**config.mk**
```make
export PLATFORM = sky130hd
export DESIGN_NAME = leaf_stream_arbiter
export DESIGN_NICKNAME = d
export VERILOG_FILES = /design/src/rtl/leaf_stream_arbiter.sv
export SDC_FILE = /design/constraint.sdc
export NUM_CORES = 1
export LEC_CHECK = 0
export ABC_AREA = 1
export ABC_CLOCK_PERIOD_IN_PS = 2100
export CORE_MARGIN = 2
export CORE_UTILIZATION = 39
export DETAILED_ROUTE_END_ITERATION = 10
export GPL_TIMING_DRIVEN = 0
export MAX_ROUTING_LAYER = met4
export PLACE_DENSITY = 0.81
export SYNTH_ARGS = -nofsm -noshare
export SYNTH_HDL_FRONTEND = slang
export SYNTH_SLANG_ARGS = --single-unit
```
**constraint.sdc**
```tcl
create_clock -name clk_user -period 2.1 [get_ports clk_user]
set_input_delay 0.315 -clock clk_user [delete_from_list [all_inputs] [get_ports clk_user]]
set_output_delay 0.315 -clock clk_user [all_outputs]
set_load 0.01 [all_outputs]
```
**src/rtl/leaf_stream_arbiter.sv**
```systemverilog
// leaf_stream_arbiter
//
// Round-robin arbiter that shares one leaf user-to-interface output port
// between NUM_IN HLS operator output streams (ap_vld/ap_ack style). A grant
// stays with one stream for at most BURST_MAX consecutive words. It ends
// earlier if that stream stops presenting data. Each release costs one
// arbitration cycle. The winning stream index goes out alongside the data.
//
// Ports (all in the clk_user domain):
//   clk_user  in   user clock, rising edge
//   reset     in   synchronous active-low reset (0 = reset)
//   in_data   in   NUM_IN packed words; stream i at [i*PAYLOAD_BITS +: PAYLOAD_BITS]
//   in_vld    in   per-stream valid (Output_*_ap_vld)
//   in_ack    out  per-stream accept (Output_*_ap_ack), combinational
//   out_data  out  registered word to din_leaf_user2interface
//   out_src   out  registered index of the stream that produced out_data
//   out_vld   out  registered valid to vld_user2interface
//   out_ack   in   accept from ack_interface2user

module leaf_stream_arbiter #(
  parameter int NUM_IN       = 4,
  parameter int SRC_BITS     = 2,
  parameter int PAYLOAD_BITS = 32,
  parameter int BURST_MAX    = 8
) (
  input  logic                           clk_user,
  input  logic                           reset,
  input  logic [NUM_IN*PAYLOAD_BITS-1:0] in_data,
  input  logic [NUM_IN-1:0]              in_vld,
  output logic [NUM_IN-1:0]              in_ack,
  output logic [PAYLOAD_BITS-1:0]        out_data,
  output logic [SRC_BITS-1:0]            out_src,
  output logic                           out_vld,
  input  logic                           out_ack
);

  // LOCKED is the grant_on flag: a stream currently owns the output port.
  typedef enum logic {
    IDLE   = 1'b0,
    LOCKED = 1'b1
  } state_t;

  state_t                    state;
  state_t                    state_nxt;
  logic                      grant_on;
  logic [SRC_BITS-1:0]       grant_idx;
  logic [SRC_BITS-1:0]       last_idx;
  logic [7:0]                burst_cnt;

  logic [SRC_BITS-1:0]       pick_idx;
  logic                      pick_vld;
  logic                      sel_vld;
  logic [PAYLOAD_BITS-1:0]   sel_data;
  logic                      room;
  logic                      accept;
  logic                      burst_end;
  logic                      release_grant;

  assign grant_on = (state == LOCKED);

  // The output register can take a new word when it is empty or being drained.
  assign room = ~out_vld | out_ack;

  // Mux the granted stream's valid and data.
  always_comb begin
    sel_vld  = 1'b0;
    sel_data = '0;
    for (int i = 0; i < NUM_IN; i++) begin
      if (grant_idx == SRC_BITS'(i)) begin
        sel_vld  = in_vld[i];
        sel_data = in_data[i*PAYLOAD_BITS +: PAYLOAD_BITS];
      end
    end
  end

  // Round-robin scan starting just after the last released stream.
  always_comb begin
    logic [SRC_BITS-1:0] cand;
    pick_vld = 1'b0;
    pick_idx = '0;
    cand     = '0;
    for (int k = 1; k <= NUM_IN; k++) begin
      cand = SRC_BITS'((int'(last_idx) + k) % NUM_IN);
      if (!pick_vld && in_vld[cand]) begin
        pick_vld = 1'b1;
        pick_idx = cand;
      end
    end
  end

  // Gating with reset keeps in_ack low in a reset cycle even though the
  // state register only clears at the end of that cycle.
  assign accept        = grant_on & sel_vld & room & reset;
  assign burst_end     = ({1'b0, burst_cnt} + 9'd1) == 9'(BURST_MAX);
  assign release_grant = grant_on & ((accept & burst_end) | (~sel_vld & room));

  always_comb begin
    in_ack = '0;
    for (int i = 0; i < NUM_IN; i++) begin
      in_ack[i] = accept & (grant_idx == SRC_BITS'(i));
    end
  end

  // FSM state register
  always_ff @(posedge clk_user) begin
    if (!reset) begin
      state <= IDLE;
    end else begin
      state <= state_nxt;
    end
  end

  // FSM next state
  always_comb begin
    state_nxt = state;
    case (state)
      IDLE:    if (pick_vld)      state_nxt = LOCKED;
      LOCKED:  if (release_grant) state_nxt = IDLE;
      default:                    state_nxt = IDLE;
    endcase
  end

  // Grant bookkeeping
  always_ff @(posedge clk_user) begin
    if (!reset) begin
      grant_idx <= '0;
      last_idx  <= SRC_BITS'(NUM_IN - 1);
      burst_cnt <= '0;
    end else if (!grant_on) begin
      if (pick_vld) begin
        grant_idx <= pick_idx;
        burst_cnt <= '0;
      end
    end else begin
      if (accept) begin
        burst_cnt <= burst_cnt + 8'd1;
      end
      if (release_grant) begin
        last_idx <= grant_idx;
      end
    end
  end

  // Output register stage: in_ack to out_vld is one cycle
  always_ff @(posedge clk_user) begin
    if (!reset) begin
      out_vld  <= 1'b0;
      out_data <= '0;
      out_src  <= '0;
    end else if (accept) begin
      out_vld  <= 1'b1;
      out_data <= sel_data;
      out_src  <= grant_idx;
    end else if (out_ack) begin
      out_vld  <= 1'b0;
    end
  end

endmodule

```
## Yosys cells after proc, flatten, opt, wreduce, memory -nomap -nowiden

Cells that the tools add are included.
Widths: inputs -> output; s select.

- Flip-flop bits (word level): 48
- Bits of input ports: 135
- Output and inout bits: 39

- Add/sub/neg operators: 6
- $lt $le $gt $ge: 4
- Equality and inequality tests: 5
- Muxes and demuxes: 32
- Bitwise logic cells: 15
- Reductions and logical operators: 12

Operators with widths:

| cell | number |
|---|---|
| $mux 32 | 4 |
| $mux 8 | 3 |
| $mux 1 | 16 |
| $lt 2x3->1 const B | 4 |
| $and 1x1->1 | 10 |
| $add 8x1->9 const B | 1 |
| $eq 9x4->1 const B | 1 |
| $add 8x1->8 const B | 1 |
| $bmux 1 s2 | 4 |
| $mux 2 | 4 |
| $reduce_and 2->1 | 3 |
| $add 2x1->2 const B | 2 |
| $add 2x2->2 const B | 2 |
| $eq 2x2->1 const B | 2 |
| $reduce_bool 2->1 | 2 |
| $logic_and 1x1->1 | 3 |
| $logic_not 1->1 | 3 |
| $not 1->1 | 3 |
| $eq 2x1->1 const B | 1 |
| $logic_not 2->1 | 1 |
| $ne 2x1->1 const B | 1 |
| $or 1x1->1 | 2 |
| $pmux 1 s2 | 1 |

## Logic depth before layout (Yosys ltp)

- Word-level depth: 15
- Mapped depth: 13

## Least setup slack after synthesis

OpenSTA, ideal clock, no wires.

- Path type: reg-to-output
- Start: register grant_idx[1]
- End: output port in_ack[2]
- Arrival time: 1.345 ns
- Required time: 1.785 ns
- Slack: 0.440 ns
- Stages on the path, launching flop included: 10
- Path through: dfxtp_1 > nand2_1 > inv_2 > nand2_1 > nand2_1 > nand2_4 > inv_6 > buf_4 > nand2_1 > nor2_1

- Cells in the longest elaborated chain, start to end: 9

Ends and longest elaborated chain:

| what | line | text |
|---|---|---|
| from (decl) | 46 | `logic [SRC_BITS-1:0] grant_idx;` |
| from (signal assigned) | 131 | `grant_idx <= pick_idx;` |
| $logic_not 2->1 | 69 | `if (grant_idx == SRC_BITS'(i)) begin` |
| $mux 1 (4 in a row) | 69 |  |
| $and 1x1->1 (3 in a row) | 93 | `assign accept = grant_on & sel_vld & room & reset;` |
| $and 1x1->1 * | 100 | `in_ack[i] = accept & (grant_idx == SRC_BITS'(i));` |
| to (decl) | 30 | `output logic [NUM_IN-1:0] in_ack,` |

Mark *: on every way between the ends. The rest lies on a longest branch, timed or not.

## Final worst setup path

- Start: input port in_vld[0]
- End: output port in_ack[0]

- Cells in the longest elaborated chain, start to end: 8

Ends and longest elaborated chain:

| what | line | text |
|---|---|---|
| from (decl) | 29 | `input logic [NUM_IN-1:0] in_vld,` |
| $mux 1 (4 in a row) | 69 |  |
| $and 1x1->1 (3 in a row) | 93 |  |
| $and 1x1->1 | 100 |  |

Every way passes these cells.

==> summary.md <==
| Metric | Value |
|---|---|
| Cts hold-fix bufs | 0 |
| Max incr delay on CP | 0.48 ns |
| Clock root buffer master | clkbuf_8 |
| Most frequent cells after synthesis | nand2_1, nand3_1, dfxtp_1, nor2_1, a21oi_1 |
| Crit path required time | 1.78 ns |
| Synth Warn # | 0 |
| Via density per instance | around 5.3 |
| Die height | 92.8 um |
| Largest net degree at the start of global routing | 19 |
| Initial DRC count | around 200 |
| Pwr Density | 976 mW/mm2 |
| DIE AREA | 0.00862 mm2 |
| Diodes inserted | 0 |
| Clock Sinks | 48 |
| Reg2Reg Capture Point | burst_cnt[7] |
| CP max-delay cell | clkdlybuf4s50_1 |
| Number of remaining DRC errors | 0 |
| Final setup viols | 0 |
| Routed WL per cell | approximately 16 um |
| GRT overflow | 0 |
| CP delay by family, top | buffers and inverters |
| Routed vias | 3,931 |
| Post-Synth Adder-Cell Area | less than 1% |
| Distinct cells, synth | 27 |
| Worst slew pin tran | between 0.7 and 0.8 ns |
| Num ports | 174 |
| Post-synthesis mux area share | 0% |
| WL final | approximately 12,000 um |
| RSZ-0062 raised after global routing | no |
| Final worst path period share | between 90% and 100% |
| Most common cell in the netlist | nand2_1 |
| Std-Cell Rows | 32 |
| Number of synthesized flops with an enable pin | 0 |
| Post-synthesis xor/xnor area fraction | less than 1% |
| Buf+Inv Stages, Crit Path | 4 |
| Layout area overhead | 65.7% |
| Worst EP arrival | around 1.7 ns |
| Worst IR drop on VDD | ~0.57 mV |
| Antenna Nets Post-Route | 0 |
| Worst relative slew slack | a little under half |
| Area leader, netlist | dfxtp_1 |
| R2R depth | 12 |
| Setup TNS | 0 ns |
| Post-Synth Simple-Gate Area | approximately 38% |
| Initial Utilization | between 40 and 50% |
| Synthesized flop and latch total | 48 |
| First-pass GRT wire length | about 19,000 um |
| Net count after synthesis | 596 |
| Final Critical Period | approximately 2.0 ns |
| Area contributors post-synth | dfxtp_1, nand2_1, nand3_1 |
| Layout cells sized above 1 | 11.9% |
| Endpoint, Worst Hold | out_src[0] |
| Main combinational cell family by area after synthesis | simple AND/OR/NAND/NOR gates |
| Peak Freq | between 500 and 600 MHz |
| TritonCTS Buffers | 5 |
| Cell Count, Final, Fillers Out | between 700 and 800 |
| Detailed placement HPWL | between 9000 and 10,000 um |
| H-Tree Level Count | 2 |
| Hold Crit Class | register to register |
| Reg-to-Reg Start | last_idx[1] |
| Worst-path fanout max | 10 |
| Reg clk slew, reported paths | 0.08 ns |
| HP Start | out_src[0] |
| Post-synthesis cell area | about 0.0031 mm2 |
| Global Route Usage Sum | 27.9% |
| Initial antenna violation count | 0 |
| Worst setup SP type | primary input |
| Post-Synthesis Cells | between 400 and 500 |
| Clk_lat worst skew | about 0.3 ns |
| Compound-Gate Fraction of Synth Area | ~22% |
| CTS tree | yes |
| Filler cell count | 703 |
| Run status | finished clean |
| Layout Nets | a little under 800 |
| Static Leak | ~2.1 nW |
| R2R Setup Slk | 0.36 ns |
| Kind of end point of the critical path | primary output |
| Cell depth of the worst min-delay path | 2 |
| Input/output buffers | between 150 and 200 |
| Clk_skew | roughly 0.0064 ns |
| Fin. Hold Viols | 0 |
| Max-slew violation count | 0 |
| Share of the synthesized area in the top cell type | 31.2% |
| Cell chain of the critical path | clkdlybuf4s50_1 -> inv_1 -> nand2_1 -> nand3_2 -> nand2_2 -> nand2_4 -> buf_6 -> nor3_2 -> buf_2 |
| Async set-reset flop share out of synthesis | 0% |
| Post-synthesis sequential area ratio | 31.2% |
| Chip Width | 92.8 um |
| Crit Path Class | primary input to primary output |
| Total of max-cap violations | 0 |
| Inst Count DP | ~740 |
| Main synth FF type | dfxtp_1 |
| Max Buffers Root-to-Sink | 2 |
| Pre-antenna DRT Iters | 5 |
| Mean Syn Cell Area | 6.69 um2 |
| Final GP Congestion | 0.898 |
| Vias in the first global route | approximately 3,900 |
| Core Area | about 0.0077 mm2 |
-- cells in the final DEF, fill, tap and decap left out, types with 2 or more instances in the layout --
cell | Yosys | layout
clkdlybuf4s50_1 | 0 | 166
nand2_1 | 137 | 136
nand3_1 | 69 | 68
nor2_1 | 48 | 48
dfxtp_1 | 48 | 46
a21oi_1 | 24 | 24
a211oi_2 | 21 | 21
inv_1 | 18 | 18
a221oi_1 | 18 | 18
buf_4 | 9 | 15
clkbuf_1 | 14 | 14
a211oi_1 | 10 | 10
buf_2 | 8 | 9
o21ai_0 | 9 | 9
clkbuf_8 | 0 | 7
nand4_1 | 6 | 6
inv_2 | 5 | 5
nand2_2 | 3 | 4
nand3_2 | 2 | 3
buf_6 | 1 | 2
dfxtp_4 | 0 | 2
dlygate4sd2_1 | 0 | 2
clkbuf_2 | 0 | 2
-- worst max-delay path by stage --
| stage | start | end | slack [ns] | cells past startpoint |
|---|---|---|---|---|
| global route | in_vld[0] | in_ack[0] | 0.03 | 9 |
| finish | in_vld[0] | in_ack[0] | 0.12 | 9 |
| floorplan | grant_idx[1] | in_ack[2] | 0.44 | 9 |
| detailed placement | reset | in_ack[2] | -0.81 | 9 |
| global placement | reset | in_ack[2] | -0.79 | 9 |
| CTS | in_vld[0] | in_ack[2] | 0.004 | 10 |
-- metrics by stage --
stage | setup WS (ns) | hold WS (ns) | area (um2) | total power, mW | utilization [%]
6_report | 0.116 | 0.482 | 5100 | 4.98 | 66.3
5_1_grt | 0.0260 | 0.490 | 5100 | 5.36 | 66.3
4_1_cts | 0.00419 | 0.484 | 5080 | 4.94 | 66.1
3_5_place_dp | -0.809 | 0.473 | 4940 | 4.28 | 64.2
3_3_place_gp | -0.791 | 0.458 | 4940 | 4.19 | 64.2
2_1_floorplan | 0.440 | 0.399 | 3080 | 3.11 | -
-- worst register-to-register path: stages (launching register included) --
cell and delay [ns]:
dfxtp_1 0.32, buf_4 0.14, inv_1 0.09, nand2_1 0.07, nand2_1 0.09, nand2_1 0.10, nand2_2 0.07, nor2_2 0.17
nand3_2 0.12, nand2_2 0.11, buf_4 0.18, nand3_1 0.09, a21oi_1 0.13
-- what timing repair did --
item	4_1_cts	5_1_grt
pin swaps	2	1
resized for setup	21	8
endpoints found under the setup margin	4	4
setup buffers	5	2
-- report_power, final --
group | leakage, nW | switching, mW | internal [mW]
Clock | 0.0503 | 0.294 | 0.294
Sequential | 0.393 | 0.151 | 1.12
Combinational | 1.65 | 1.81 | 1.31
Total | 2.09 | 2.26 | 2.72
-- cell families after synthesis --
kind of cell             after synthesis
AO/OA/AOI/OAI                         83
XOR/XNOR                               1
adder cells (fa/ha/maj)                1
buffers and inverters                 56
flip-flops                            48
AND/OR/NAND/NOR                      271
-- layer usage --
layer	GRT usage (%)	up-vias	wire length (um)
li1	-	1943	-
met1	32.7	1808	4630
met2	47.4	158	5930
met3	5.45	22	891
met4	10.2	0	348
met5	-	-	0
-- flip-flops by register name (all words and copies together), names as in the netlist --
register   flops
burst_cnt      8
grant_on       1
grant_idx      2
out_src        2
out_data      32
last_idx       2
out_vld        1
-- cell type report --
type / count / area (um2) / area share (%)
well taps: 102 / 128 / 2.50
clock buffers: 7 / 96.3 / 1.89
multi-input cells: 356 / 1870 / 36.8
flip-flops and latches: 48 / 968 / 19.0
repair buffers: 180 / 1760 / 34.6
inverters: 24 / 97.6 / 1.91
plain buffers: 31 / 170 / 3.34
Power figures use the tool's default switching activity.
